<file path="config.mk">
export PLATFORM = sky130hd
export DESIGN_NAME = jk_excitation_driver
export DESIGN_NICKNAME = d
export VERILOG_FILES = /design/src/rtl/jk_excitation_driver.sv
export SDC_FILE = /design/constraint.sdc
export NUM_CORES = 1
export LEC_CHECK = 0
export CORE_ASPECT_RATIO = 1.25
export CORE_MARGIN = 2
export CORE_UTILIZATION = 43
export DETAILED_ROUTE_END_ITERATION = 10
export PLACE_DENSITY = 0.78
export SLEW_MARGIN = 25
export SYNTH_ARGS = -nofsm -noshare
export SYNTH_HDL_FRONTEND = slang
export SYNTH_SLANG_ARGS = --single-unit
</file>
<file path="constraint.sdc">
create_clock -name input_clock -period 1.9 [get_ports input_clock]
set_clock_uncertainty 0.2 [all_clocks]
set_input_delay 0.285 -clock input_clock [delete_from_list [all_inputs] [get_ports input_clock]]
set_output_delay 0.285 -clock input_clock [all_outputs]
set_load 0.02 [all_outputs]
</file>
<file path="src/rtl/jk_excitation_driver.sv">
// Producer side of a JK flip-flop bank: drives J/K excitation for a target
// word, strobes the bank, waits a settle interval and checks the result.
module jk_excitation_driver #(
    parameter int WIDTH       = 4,
    parameter int SETTLE      = 1,
    parameter int TOGGLE_MODE = 0
) (
    input  logic             input_clock,
    input  logic             input_reset,
    input  logic             input_target_valid,
    output logic             output_target_ready,
    input  logic [WIDTH-1:0] input_target_data,
    input  logic [WIDTH-1:0] input_q,
    output logic [WIDTH-1:0] output_j,
    output logic [WIDTH-1:0] output_k,
    output logic             output_ff_enable,
    output logic             output_done,
    output logic             output_mismatch,
    output logic [WIDTH-1:0] output_mismatch_mask,
    output logic [7:0]       output_error_count
);

    typedef enum logic [1:0] {
        S_IDLE,
        S_DRIVE,
        S_WAIT,
        S_CHECK
    } state_t;

    state_t           state_q, state_d;
    logic [3:0]       cnt_q, cnt_d;
    logic [WIDTH-1:0] t_q, t_d;
    logic [WIDTH-1:0] j_q, j_d;
    logic [WIDTH-1:0] k_q, k_d;
    logic             en_q, en_d;
    logic             done_q, done_d;
    logic             mis_q, mis_d;
    logic [WIDTH-1:0] mask_q, mask_d;
    logic [7:0]       err_q, err_d;
    logic [WIDTH-1:0] diff;
    logic [WIDTH-1:0] chk;

    always_ff @(posedge input_clock or posedge input_reset) begin
        if (input_reset) begin
            state_q <= S_IDLE;
            cnt_q   <= '0;
            t_q     <= '0;
            j_q     <= '0;
            k_q     <= '0;
            en_q    <= 1'b0;
            done_q  <= 1'b0;
            mis_q   <= 1'b0;
            mask_q  <= '0;
            err_q   <= '0;
        end else begin
            state_q <= state_d;
            cnt_q   <= cnt_d;
            t_q     <= t_d;
            j_q     <= j_d;
            k_q     <= k_d;
            en_q    <= en_d;
            done_q  <= done_d;
            mis_q   <= mis_d;
            mask_q  <= mask_d;
            err_q   <= err_d;
        end
    end

    // Excitation is computed at the accept edge so J/K/enable are
    // registered and present for exactly the DRIVE cycle.
    always_comb begin
        state_d = state_q;
        cnt_d   = cnt_q;
        t_d     = t_q;
        j_d     = '0;
        k_d     = '0;
        en_d    = 1'b0;
        done_d  = 1'b0;
        mis_d   = 1'b0;
        mask_d  = mask_q;
        err_d   = err_q;
        diff    = input_target_data ^ input_q;
        chk     = input_q ^ t_q;
        unique case (state_q)
            S_IDLE: begin
                if (input_target_valid) begin
                    t_d  = input_target_data;
                    en_d = 1'b1;
                    if (TOGGLE_MODE != 0) begin
                        j_d = diff;
                        k_d = diff;
                    end else begin
                        j_d = diff & input_target_data;
                        k_d = diff & ~input_target_data;
                    end
                    state_d = S_DRIVE;
                end
            end
            S_DRIVE: begin
                cnt_d   = 4'(SETTLE - 1);
                state_d = S_WAIT;
            end
            S_WAIT: begin
                if (cnt_q == 4'd0) begin
                    state_d = S_CHECK;
                end else begin
                    cnt_d = cnt_q - 4'd1;
                end
            end
            S_CHECK: begin
                done_d = 1'b1;
                mask_d = chk;
                if (|chk) begin
                    mis_d = 1'b1;
                    if (err_q != 8'hFF) begin
                        err_d = err_q + 8'd1;
                    end
                end
                state_d = S_IDLE;
            end
            default: state_d = S_IDLE;
        endcase
    end

    assign output_target_ready  = (state_q == S_IDLE);
    assign output_j             = j_q;
    assign output_k             = k_q;
    assign output_ff_enable     = en_q;
    assign output_done          = done_q;
    assign output_mismatch      = mis_q;
    assign output_mismatch_mask = mask_q;
    assign output_error_count   = err_q;

endmodule

</file>
After elaboration in Yosys (flattened, before gate mapping)
Index checks and enable logic that the tools add are counted.
{ "op_classes": {"addsub": 2, "mul": 0, "n_div": 0, "n_lt_le_gt_ge": 0, "eq_ne": 7, "shifts": 0, "mux": 14, "bitwise": 5, "n_reduce_logical": 8} }
{ "op_table": {"columns": ["cell", "n"], "rows": [
  ["2-to-1 mux 4 bit", 5],
  ["adder 8 x 1 -> 8 bit (second input constant)", 1],
  ["AND 4 bit", 2],
  ["inequality test 8 bit (second input constant)", 1],
  ["case mux 2 bit (4 select lines)", 1],
  ["case mux 4 bit (2 select lines)", 1],
  ["bitwise XOR 4 bit", 2],
  ["inequality test 2 bit (second input constant)", 3],
  ["AND reduction 2 bit", 3],
  ["2-to-1 mux 1 bit", 5],
  ["equality test 2 bit (second input constant)", 2],
  ["logical NOT 4 bit", 1],
  ["2-to-1 mux 2 bit", 2],
  ["NOT 4 bit", 1],
  ["OR reduction 4 bit", 1],
  ["subtractor 4 x 1 -> 4 bit (second input constant)", 1],
  ["AND reduction 3 bit", 1],
  ["equality test 2 x 1 -> 1 bit (second input constant)", 1],
  ["logical NOT 2 bit", 1],
  ["nonzero test 2 bit", 1]
]} }
{ "totals": {"regBits": 33, "latch_bits": 0, "ram_bits": 0, "mem_bits_ro": 0, "out_inout_bits": 24, "elab_cells": 46, "mem_count": 0} }

Logic depth before layout (Yosys ltp)
Gate-level depths: netlist (run 1).
{ "depth": {"ltp_word": 4, "depth_mapped": 6} }

Worst setup path after synthesis (run 1)
Ideal clock, no wire load.
{ "synth_timing": {"path_kind": "input to register", "start": "input output_error_count[0]", "end": "register err_q[1], in the netlist output_error_count[1]", "setup_ps": 125, "t_arrival_ps": 1601, "slack_ps": -26, "cell_stages": 6, "path_cell_list": "dfrtp_1 ha_1 nand3_1 nor2_1 or3b_4 mux2_4"} }
{ "synth_between": {"elab_chain_len": 2, "elab_cells_between_ends": 3} }
{ "synth_lines": {"columns": ["item", "line", "text"], "rows": [
  ["from (decl)", "20", "output logic [7:0] output_error_count"],
  ["branches (longest 2 deep; another with adder 8 x 1 -> 8 bit)", null, null],
  ["to (signal assigned)", "65", "err_q <= err_d;"],
  ["to (decl)", "39", "logic [7:0] err_q, err_d;"]
]} }
Parallel ways; which one is timed is not known.
A chain may end at the register's enable or synchronous reset.

Final worst setup path (run 1)
{ "layout_timing": {"start": "input output_error_count[0]", "end": "output output_error_count[0]"} }
No word-level cell between the ends.

==> summary.md, run 1 <==
| Metric | Value |
|---|---|
| Worst slew pin tran | `~0.41 ns` |
| CP Depth | `2` |
| Worst Reg2Reg Path Length in Cells | `6` |
| FF/Latch Area | `827 um2` |
| FP Rows | `23` |
| Main combinational cell family by area after synthesis | `simple AND/OR/NAND/NOR gates` |
| Largest net degree at the start of global routing | `34` |
| Most Crowded Layer GR | `met2` |
| Tcrit/Tclk final | `97.8%` |
| Setup crit end kind | `output port` |
| R2r setup slk | `0.05 ns` |
| Worst min path class | `in -> async` |
| MaxCap Viol Count | `0` |
| Slew margin rel. | `72.9%` |
| Die area | `3800 um2` |
| Synthesized area | `1430 um2` |
| Total power | `3.03 mW` |
| Post-route ant nets | `0` |
| Cell taking the most area after synthesis | `dfrtp_1` |
| Post-Synth XOR/XNOR Area | `6.13%` |
| TritonCTS Buffers | `5` |
| DR vias | `1042` |
| CP max stage cell | `clkdlybuf4s50_1` |
| Count of input and output buffers | `34` |
| Worst path top cell family by delay | `buffers and inverters` |
| Reg clk slew, reported paths | `0.07 ns` |
| R2R Path End | `state_q[1]` |
| Post-Synth Simple-Gate Area | `between 10% and 20%` |
| Initial antenna violation count | `0` |
| Synth cell count leaders | `dfrtp_1, inv_1, nor3b_1` |
| Drt initial violations | `13` |
| Met1 Usage GRT | `between 15 and 20%` |
| Adder-cell share of the synthesized area | `5.26%` |
| Clock Latency Late Sink | `0.29 ns` |
| Multi-input gate area | `about 570 um2` |
| Max incr delay on CP | `0.60 ns` |
| Worst EP required | `1.41 ns` |
| CP arrival | `1.37 ns` |
| Number of H-tree levels | `2` |
| Cell Chain, Critical Path | `buf_4, clkdlybuf4s50_1` |
| Fin. max-slew vios | `0` |
| CP Capture Point | `output_error_count[0]` |
| Maximum fanout along the worst path | `3` |
| RSZ-0062 raised after global routing | `false` |
| Setup TNS | `0 ns` |
| Syn avg cell area | `12.1 um2` |
| Die H | `68.4 um` |
| CTS tree | `yes` |
| Reg2Reg Launch Point | `cnt_q[0]` |
| Post-synthesis sequential area ratio | `57.8%` |
| Final wirelength | `2870 um` |
| Post-synth EDFFs | `0` |
| Syn Nets | `135` |
| Synth-to-layout area growth | `42.2%` |
| RePlAce Congestion | `0.758` |
| Post-CTS Hold Buffers | `0` |
| Vias per inst | `5.01` |
| Hold Worst Slack | `0.191 ns` |
| # DRC | `0` |
| Yosys top cell area share | `57.8%` |
| Final hold vios | `0` |
| Maximum vdd drop | `roughly 960 uV` |
| First-pass DRT Iterations | `4` |
| Mux cell area share after synthesis | `6.49%` |
| Final nets | `187` |
| FFs w/ async S/R, synth | `between 90% and 100%` |
| IO Pins | `35` |
| Lkg Pwr | `0.913 nW` |
| Core area | `3190 um2` |
| Crit path buf inv count | `2` |
| Total grt overflow | `0` |
| Status | `completed` |
| Share of cells above drive strength 1 | `21.6%` |
| Maximum clock rate | `0.538 GHz` |
| Total GRT Usage | `16.7%` |
| Synth Area in Compound Gates | `4.47%` |
| CTS Sinks | `33` |
| PwrDens | `~1500 nW/um2` |
| Number of synthesized register bits | `33` |
| Vias in the first global route | `1073` |
| Synth top area cells | `dfrtp_1, ha_1, mux2_2` |
| Crit path from | `output_error_count[0]` |
| Post-synth top flop | `dfrtp_1` |
| Minimum clock period | `1.86 ns` |
| Longest Clk Path Bufs | `2` |
| Endpoints failing setup | `0` |
| Antenna cell count | `0` |
| HPWL after detailed placement | `2160 um` |
| Met2 usage | `between 20 and 30%` |
| Syn Inst Count | `118` |
| Wirelength per Cell | `13.8 um` |
| Initial core utilization | `between 40 and 50%` |
| Synth Warn # | `0` |
| Netlist cell types | `28` |
| Startpoint types | `register` |
| Grt met3 use | `under 10%` |
| First-pass GRT wire length | `4690 um` |
| Root Driver | `clkbuf_8` |
| Count leader, synth | `dfrtp_1` |
| Setup repair bufs after CTS | `0` |
| Fillers | `260` |
| Kind of critical path | `reg -> out` |
| DIE WIDTH | `55.5 um` |
## metrics by stage
step | util (%) | setup slack [ns] | instances | instance area, um2
after CTS | 63.1 | 0.000962 | 208 | 2010
final | 63.5 | 0.0416 | 208 | 2030
after detailed placement | 59.9 | -0.234 | 200 | 1910
after floorplan | - | 0.00405 | 118 | 1430
after global placement | 59.9 | -0.186 | 200 | 1910
after global routing | 63.5 | 0.00208 | 208 | 2030
## worst min-delay path by stage
| stage | end | depth (start not counted) | start |
|---|---|---|---|
| 2_1_floorplan | output_j[0] | 1 | input_q[0] |
| 3_3_place_gp | cnt_q[0] | 1 | cnt_q[0] |
| 3_5_place_dp | output_error_count[7] | 1 | output_error_count[7] |
| 4_1_cts | output_error_count[2] | 3 | input_reset |
| 5_1_grt | cnt_q[1] | 3 | input_reset |
| 6_report | output_error_count[4] | 3 | input_reset |
## final cells by class
class                   instances  area share [%]
clock buffers                   7            4.75
clock inverters                 1           0.247
inverters                       8            1.48
multi-input cells              74            27.9
flip-flops and latches         33            40.8
well taps                      37            2.28
repair buffers                 48            22.6
## sequential cells by signal (all words and copies together), names as in the netlist
name,count
state_q,2
t_q,4
output_j,4
output_ff_enable,1
output_done,1
output_error_count,8
cnt_q,4
output_mismatch_mask,4
output_mismatch,1
output_k,4
## placed cells by master, fill, tap and decap left out
cell / count
a21boi_2: 1
a21oi_1: 4
and2b_2: 1
and4_4: 1
buf_12: 1
buf_4: 13
clkbuf_2: 1
clkbuf_8: 7
clkdlybuf4s50_1: 31
clkinv_2: 1
dfrtp_1: 32
dfrtp_2: 1
dlymetal6s2s_1: 2
ha_1: 6
inv_1: 8
mux2_2: 6
mux2_4: 1
mux2i_1: 1
nand2_1: 5
nand2b_1: 3
nand3_1: 3
nand3b_1: 1
nand4_1: 4
nor2_1: 5
nor3_1: 4
nor3b_1: 8
nor4_1: 2
nor4_2: 1
o21ai_0: 3
o21ai_2: 1
o22a_1: 1
o31ai_1: 1
or3b_4: 1
xnor2_1: 5
xor2_1: 5
## power breakdown
group          switching, mW  internal, mW  total [mW]
Sequential             0.174         0.937        1.11
Clock                  0.249         0.327       0.576
Combinational          0.643         0.701        1.34
## routing by layer
| metal | vias to the layer above | wire (um) |
|---|---|---|
| li1 | 508 | - |
| met1 | 498 | 1090 |
| met2 | 25 | 1560 |
| met3 | 11 | 103 |
| met4 | 0 | 112 |
| met5 | - | 0 |
## cells by family after synthesis
logic type	after synthesis
simple gates	39
flops	33
compound gates	11
buf+inv	11
xor+xnor	10
mux	8
fa+ha+maj	6
## worst reg2reg max path, stage by stage, from the launching register on
cell	delay, ns
dfrtp_1	0.42
inv_1	0.07
ha_1	0.20
nand2b_1	0.11
o21ai_2	0.18
a21boi_2	0.22
mux2_2	0.34
## repair_timing
item | CTS | global route
gates cloned | 0 | 0
setup endpoints to repair | 2 | 5
hold endpoints to repair | 0 | 0
gates resized for setup | 2 | 7
(Power assumes the default switching activity.)
==> inputs of run 2 (changes only) <==
SLEW_MARGIN = not set   (was 25)
==> results of run 2 <==
The final DEF is identical to that of run 1; final timing and power are the same.
